===== src/rtl/cpu_pkg.sv =====
// rtl/cpu_pkg.sv - shared encodings for the 8-bit pipelined CPU
package cpu_pkg;

    localparam logic [1:0] PCSEL_SEQ = 2'b00;
    localparam logic [1:0] PCSEL_BR  = 2'b01;
    localparam logic [1:0] PCSEL_RET = 2'b10;

    localparam logic [3:0] OP_NOP  = 4'h0;
    localparam logic [3:0] OP_CALL = 4'hb;
    localparam logic [3:0] OP_RET  = 4'hd;

    typedef enum logic [1:0] {
        ST_BOOT   = 2'd0,
        ST_RUN    = 2'd1,
        ST_SQUASH = 2'd2
    } fetch_state_e;

    // True for the pc_sel codes that move the PC away from the sequential path.
    function automatic logic is_redirect(input logic [1:0] sel);
        return (sel == PCSEL_BR) || (sel == PCSEL_RET);
    endfunction

endpackage


===== src/rtl/fetch_stage_if_id_reg.sv =====
// rtl/fetch_stage_if_id_reg.sv - IF/ID pipeline register with hold and squash-to-NOP
module if_id_reg #(
    parameter int               AW      = 8,
    parameter int               IW      = 8,
    parameter logic [IW-1:0]    NOP_INS = '0
) (
    input  logic          clk,
    input  logic          rst_n,
    input  logic          hold_i,
    input  logic          squash_i,
    input  logic [IW-1:0] ins_i,
    input  logic [AW-1:0] pc_next_i,
    output logic [IW-1:0] ins_o,
    output logic [AW-1:0] pc_next_o,
    output logic          valid_o
);

    logic [IW-1:0] ins_q;
    logic [AW-1:0] pc_next_q;
    logic          valid_q;

    // Squash wins over hold so a redirect during a stall still kills the slot.
    always_ff @(posedge clk or negedge rst_n) begin
        if (!rst_n) begin
            ins_q     <= NOP_INS;
            pc_next_q <= '0;
            valid_q   <= 1'b0;
        end else if (squash_i) begin
            ins_q     <= NOP_INS;
            pc_next_q <= '0;
            valid_q   <= 1'b0;
        end else if (!hold_i) begin
            ins_q     <= ins_i;
            pc_next_q <= pc_next_i;
            valid_q   <= 1'b1;
        end
    end

    assign ins_o     = ins_q;
    assign pc_next_o = pc_next_q;
    assign valid_o   = valid_q;

endmodule


===== src/rtl/fetch_stage.sv =====
// rtl/fetch_stage.sv - instruction fetch: PC, link register, next-PC select, IF/ID
module fetch_stage
    import cpu_pkg::*;
#(
    parameter int            AW          = 8,
    parameter int            IW          = 8,
    parameter logic [AW-1:0] RESET_PC    = 8'h00,
    parameter logic [IW-1:0] NOP_INS     = 8'h00,
    parameter int            FLUSH_DEPTH = 1
) (
    input  logic          clk,
    input  logic          rst_n,
    input  logic          pc_en,
    input  logic [1:0]    pc_sel,
    input  logic          lr_we,
    input  logic [AW-1:0] br_target,
    output logic [AW-1:0] imem_addr,
    input  logic [IW-1:0] imem_data,
    output logic [AW-1:0] pc,
    output logic [AW-1:0] lr,
    output logic [IW-1:0] id_ins,
    output logic [AW-1:0] id_pc_next,
    output logic          id_valid,
    output logic [15:0]   fetch_cnt
);

    localparam logic [1:0] SQ_INIT    = 2'(FLUSH_DEPTH - 1);
    localparam bit         MULTI_SLOT = (FLUSH_DEPTH > 1);

    fetch_state_e  state_q;
    logic [1:0]    squash_cnt_q;
    logic [AW-1:0] pc_q, pc_d, pc_seq;
    logic [AW-1:0] lr_q;
    logic [15:0]   fetch_cnt_q;
    logic          redirect, squash, load, hold;

    assign pc_seq = pc_q + AW'(1);

    // Decide what happens to the PC and the IF/ID slot this cycle.
    always_comb begin
        redirect = (state_q != ST_BOOT) && is_redirect(pc_sel);
        squash   = 1'b0;
        load     = 1'b0;
        pc_d     = pc_q;
        if (state_q == ST_BOOT) begin
            squash = 1'b1;
        end else if (redirect) begin
            squash = 1'b1;
            pc_d   = (pc_sel == PCSEL_RET) ? lr_q : br_target;
        end else if (pc_en) begin
            pc_d = pc_seq;
            if (state_q == ST_RUN) begin
                load = 1'b1;
            end else begin
                squash = 1'b1;
            end
        end
    end

    assign hold = !squash && !load;

    // Fetch FSM together with PC, link register and valid-fetch counter.
    always_ff @(posedge clk or negedge rst_n) begin
        if (!rst_n) begin
            state_q      <= ST_BOOT;
            squash_cnt_q <= 2'd0;
            pc_q         <= RESET_PC;
            lr_q         <= '0;
            fetch_cnt_q  <= 16'd0;
        end else begin
            pc_q <= pc_d;
            if (lr_we && id_valid) begin
                lr_q <= id_pc_next;
            end
            if (load && (fetch_cnt_q != 16'hFFFF)) begin
                fetch_cnt_q <= fetch_cnt_q + 16'd1;
            end
            case (state_q)
                ST_BOOT: state_q <= ST_RUN;
                ST_RUN, ST_SQUASH: begin
                    if (redirect) begin
                        squash_cnt_q <= SQ_INIT;
                        state_q      <= MULTI_SLOT ? ST_SQUASH : ST_RUN;
                    end else if (pc_en && (state_q == ST_SQUASH)) begin
                        squash_cnt_q <= squash_cnt_q - 2'd1;
                        if (squash_cnt_q <= 2'd1) begin
                            state_q <= ST_RUN;
                        end
                    end
                end
                default: state_q <= ST_BOOT;
            endcase
        end
    end

    if_id_reg #(
        .AW      (AW),
        .IW      (IW),
        .NOP_INS (NOP_INS)
    ) u_if_id (
        .clk       (clk),
        .rst_n     (rst_n),
        .hold_i    (hold),
        .squash_i  (squash),
        .ins_i     (imem_data),
        .pc_next_i (pc_seq),
        .ins_o     (id_ins),
        .pc_next_o (id_pc_next),
        .valid_o   (id_valid)
    );

    assign imem_addr = pc_q;
    assign pc        = pc_q;
    assign lr        = lr_q;
    assign fetch_cnt = fetch_cnt_q;

endmodule


===== config.mk =====
export PLATFORM = sky130hd
export DESIGN_NAME = fetch_stage
export DESIGN_NICKNAME = d
export VERILOG_FILES = /design/src/rtl/cpu_pkg.sv /design/src/rtl/fetch_stage_if_id_reg.sv /design/src/rtl/fetch_stage.sv
export SDC_FILE = /design/constraint.sdc
export NUM_CORES = 1
export LEC_CHECK = 0
export CAP_MARGIN = 20
export CORE_MARGIN = 2
export CORE_UTILIZATION = 35
export DETAILED_ROUTE_END_ITERATION = 8
export HOLD_SLACK_MARGIN = 0.15
export PLACE_DENSITY = 0.75
export SETUP_SLACK_MARGIN = 0.1
export SYNTH_ARGS = -nofsm -noshare
export SYNTH_HDL_FRONTEND = slang
export SYNTH_SLANG_ARGS = --single-unit
export TNS_END_PERCENT = 30

===== constraint.sdc =====
create_clock -name clk -period 2.1 [get_ports clk]
set_input_delay 0.42 -clock clk [delete_from_list [all_inputs] [get_ports clk]]
set_output_delay 0.42 -clock clk [all_outputs]
set_load 0.02 [all_outputs]

# Word level (Yosys, flattened, before mapping)
# Cells that the tools add are included.
[totals]
regBits = 53
inputBits = 22
out_inout_bits = 57
elab_cells = 60
[classes]
order_cmp = 1
bitwise = 1
add_sub_neg = 3
n_eq_ne = 8
muxes = 23
n_reduce_logical = 16
[ops]
columns = ["operator", "n"]
rows = [
  ["8-bit two-way mux", 7],
  ["16-bit by 1-bit adder with 16-bit output (second input constant)", 1],
  ["16-bit != test (second input constant)", 1],
  ["1-bit two-way mux", 10],
  ["2-bit two-way mux", 5],
  ["8-bit by 1-bit adder with 8-bit output (second input constant)", 1],
  ["3-bit != test (second input constant)", 2],
  ["2-bit AND reduction", 3],
  ["2-bit nonzero test", 3],
  ["1-bit logical AND", 5],
  ["2-bit by 1-bit == test with 1-bit output (second input constant)", 2],
  ["2-bit == test (second input constant)", 2],
  ["2-bit case mux with 2 select lines", 1],
  ["2-bit by 1-bit less-or-equal comparator with 1-bit output (second input constant)", 1],
  ["1-bit logical NOT", 2],
  ["2-bit logical NOT", 1],
  ["2-bit != test (second input constant)", 1],
  ["2-bit OR reduction", 1],
  ["2-bit by 1-bit subtractor with 2-bit output (second input constant)", 1],
  ["1-bit logical OR", 1],
  ["1-bit inverter", 1],
]

# Longest topological paths before layout
[depth]
ltp_word = 9
depth_mapped = 7
depth_no_buf = 6

# Hierarchy
# A second synthesis with hierarchy kept.
[hier_totals]
cells_unflattened = 231
hier_area_um2 = 2558.7
[by_module_without_submodules]
columns = ["mod", "area_per_inst_um2", "seq_area_each_um2", "cells_per_inst", "n_inst"]
rows = [
  ["fetch_stage", 1863.0, 825.8, 176, 1],
  ["if_id_reg", 695.7, 425.4, 55, 1],
]

# Worst setup path after synthesis
# OpenSTA, ideal clock, no wires.
[synth_timing]
path_type = "register to register"
start = "register fetch_cnt_q[0] (netlist: fetch_cnt[0])"
end = "register fetch_cnt_q[1] (netlist: fetch_cnt[1])"
arrival_ns = 1.716
required_time_ns = 1.975
setup_time_ns = 0.125
stages_incl_launch_ff = 5
period_less_slack_ns = 1.841
slack_ns = 0.259
path_buffers = 0
path_cell_list = "dfrtp_1 -> ha_1 -> nand4_2 -> o41ai_4 -> mux2_4"
[synth_between]
elab_chain_len = 2
word_cells_on_any_way = 3
classes_between = "add/sub (1); eq/ne (1); reduce/logical (1)"
[synth_lines]
columns = ["item", "line", "text"]
rows = [
  ["start, declared", "fetch_stage.sv:34", "logic [15:0] fetch_cnt_q;"],
  ["start signal, assigned", "fetch_stage.sv:76", "fetch_cnt_q <= fetch_cnt_q + 16'd1;"],
  ["parallel branches: the longest is 2 deep, another holds 16-bit by 1-bit adder with 16-bit output", "--", ""],
]
# Several ways; the timed one is not identified.
# A chain may end at the register's enable or synchronous reset.

# Worst setup path in the final report
[layout_timing]
start = "input port pc_sel[0]"
end = "register fetch_cnt_q[9] (netlist: fetch_cnt[9])"
[layout_between]
elab_chain_len = 6
word_cells_on_any_way = 7
classes_between = "eq/ne (2); mux (2); reduce/logical (3)"
[layout_lines]
columns = ["item", "line", "text"]
rows = [
  ["start, declared", "fetch_stage.sv:14", "input logic [1:0] pc_sel,"],
  ["2-bit by 1-bit == test with 1-bit output / 2-bit == test (equally long branches)", "cpu_pkg.sv:20", "return (sel == PCSEL_BR) || (sel == PCSEL_RET);"],
  ["1-bit logical OR (*)", "cpu_pkg.sv:20", ""],
  ["1-bit logical AND (*)", "fetch_stage.sv:41", "redirect = (state_q != ST_BOOT) && is_redirect(pc_sel);"],
  ["1-bit two-way mux (*)", "fetch_stage.sv:47", "end else if (redirect) begin"],
  ["1-bit two-way mux (*)", "fetch_stage.sv:45", "if (state_q == ST_BOOT) begin"],
  ["1-bit logical AND (*)", "fetch_stage.sv:75", "if (load && (fetch_cnt_q != 16'hFFFF)) begin"],
]
# Mark *: on every way between the ends. The rest lies on a longest branch, timed or not.

==> run summary <==
Run status - finished, final reports clean
CTS sink cnt - 50
Max Clock Freq - 0.518 GHz
Via count - 1980
Endpoints failing hold - 0
Register area - 0.00125 mm2
Die X - 87.6 um
GRT Util Overall - 0.159
RSZ-0062 raised after global routing - true
Layout cells sized above 1 - 0.168
CP Data Arrival Time - 2150 ps
Buf/Inv on CP - 3
Worst skew pair latency - 290 ps
1st-pass router iterations - 5
Setup-failing EPs final - 0
First-pass GRT wire length - 9.75 mm
Fin crit share - 0.920
CTS buffer count - 5
Max Clock Skew - 7.04 ps
Part of the power in registers - 0.466
Hold Crit Class - reg -> reg
Yosys warning count - 0
Average size of a mapped cell - 11.3 um2
Worst-Margin Slew - 488 ps
Yosys top cell area share - 0.512
CP top delay family - buffers and inverters
Combinational fraction of design power - 0.323
Starting density of the core - 0.360
Most common cell after layout, fill and taps aside - clkdlybuf4s50_1
IO Count - 79
Syn Nets - 242
CTS tree - done
CP Max Fanout - 5
Die H - 87.6 um
Seq/Total Area, Yosys - 0.512
Layout fillers - 618
Crit end category - register
Nets@finish - 328
Total wire length - 5.80 mm
Drt drc - 0
Max cap viols - 0
# rows - 30
Internal cell power - 1.76 mW
DR WL/cell - 14.5 um
# diodes - 0
Data required, critical path - 2320 ps
Clock transition at path regs - 100 ps
Synth Register Bits - 50
Synth top area cells - dfrtp_1 51%, mux2_2 7.8%, a22o_1 3.9%
Largest net degree at the start of global routing - 21
PD cells - 764 mW/mm2
Post-Layout Cell Count - 400
Clock power share - 0.211
Critical path type - in -> reg
Sw frac - 0.346
Most frequent cells in the layout - 77 x clkdlybuf4s50_1, 50 x dfrtp_1, 21 x nand2_1
Core area - 0.00679 mm2
HPWL Detailed - 4.42 mm
Clk root buf - clkbuf_8
CP Launch Type - input port
Die area - 0.00767 mm2
Worst path slowest cell - clkdlybuf4s50_1
Max-slew violations - 0
P_sw - 0.931 mW
Asr flop ratio synth - 1.00
H-tree lvl count - 2
Placed Area - 0.00339 mm2
Mapped Area - 0.00245 mm2
Total gr overflow - 0
Design area - 0.00352 mm2
Vias in the first global route - 1991
Area occupied by multi-input gates - 0.00110 mm2
Cells after Synth - 217
Peak supply drop - 0.308 mV
Main flop type after synthesis - dfrtp_1
Area delta synth->final - 43.7%
RD Place Congestion - 0.788
Vias/cell - 4.95
Number of flops mapped to enable cells by yosys - 0
Leakage power - 1.53 nW
Worst slew margin - 0.671
Crit-path cells - clkdlybuf4s50_1 > inv_1 > ha_1 > and3_2 > o41ai_4 > buf_4 > nor4_2 > xor2_1
IO buf count - 78
Area leader, netlist - dfrtp_1
Detail Route Antenna Nets - 0
Netlist cell types - 41
Initial antenna violation count - 0
Tmin final - 1930 ps
Initial drt markers - 68
Cells after DPL - 390
Clock buffer depth - 2
Max stage delay on crit path - 460 ps
-- tightest hold or removal path, cell delays in order (launching register included) --
cell and delay, ps:
dfrtp_1 370, nand2_1 50, o21ai_0 50
-- through the flow --
step	setup TNS [ps]	power [mW]	utilization	worst slack, ps	hold slack (ps)
after CTS	0	2.71	0.514	114	512
after floorplan	0	1.70	-	259	124
final	0	2.69	0.517	168	502
after global routing	0	2.84	0.517	66.3	527
after detailed placement	-1360	2.12	0.499	-203	392
after global placement	-796	2.11	0.499	-163	385
-- area by class of cell --
cell class                      count  area share
Sequential cell                    50       0.356
Multi-Input combinational cell    146       0.313
Timing Repair Buffer               95       0.265
Tap cell                           96      0.0342
Clock buffer                        5      0.0196
Clock inverter                      3     0.00712
Inverter                            5     0.00534
-- cell families after synthesis --
family          Yosys count  share of synthesized area
simple gates             58                      0.140
compound gates           51                      0.147
flops                    50                      0.512
buf+inv                  21                     0.0450
mux                      20                     0.0926
xor+xnor                 13                     0.0465
fa+ha+maj                 3                     0.0153
other cells               1                    0.00153
-- Yosys cell counts (5+ instances only) --
cell      number
o21ai_0       15
clkbuf_1       7
nand3_1       11
a22o_1        11
xor2_1         7
a21oi_1       10
inv_1          5
buf_4          8
mux2_2        17
dfrtp_1       50
xnor2_1        6
nand2_1       21
-- final timing paths --
check	startpoint	endpoint	slack, ps	cells after the start
setup / recovery	pc_sel[0]	fetch_cnt[9]	170	8
hold / removal	u_if_id.pc_next_o[7]	u_if_id.pc_next_o[7]	500	2
setup reg to reg	fetch_cnt[0]	fetch_cnt[1]	200	5
hold reg to reg	u_if_id.pc_next_o[7]	u_if_id.pc_next_o[7]	500	2
max in group asynchronous	rst_n	fetch_cnt[8]	930	3
min in group asynchronous	rst_n	u_if_id.valid_o	590	2
-- registers in the layout, summed over array words and instances, names as in the netlist --
| signal | count |
|---|---|
| fetch_cnt | 16 |
| imem_addr | 8 |
| lr | 8 |
| state_q | 1 |
| u_if_id.ins_o | 8 |
| u_if_id.pc_next_o | 8 |
| u_if_id.valid_o | 1 |
-- routing by layer --
| metal | share of wire | GRT usage | vias to the layer above |
|---|---|---|---|
| li1 | - | - | 968 |
| met1 | 0.46 | 0.221 | 956 |
| met2 | 0.47 | 0.251 | 54 |
| met3 | 0.062 | 0.0462 | 2 |
| met4 | 0.0034 | 0.0252 | 0 |
| met5 | 0 | 0 | - |
-- power by group through the flow --
stage / registers [mW] / logic (mW) / clock network, mW
after global placement: 1.26 / 0.848 / 0
after global routing: 1.28 / 0.931 / 0.632
after detailed placement: 1.26 / 0.861 / 0
final: 1.25 / 0.867 / 0.567
after CTS: 1.25 / 0.869 / 0.594
after floorplan: 1.36 / 0.341 / 0
-- what timing repair did --
action,4_1_cts,5_1_grt
hold endpoints to repair,18,0
setup buffers,0,1
setup endpoints to repair,0,6
hold buffers,1,0
gates resized for setup,0,3
Note: power is estimated with default switching activity, not from simulation.
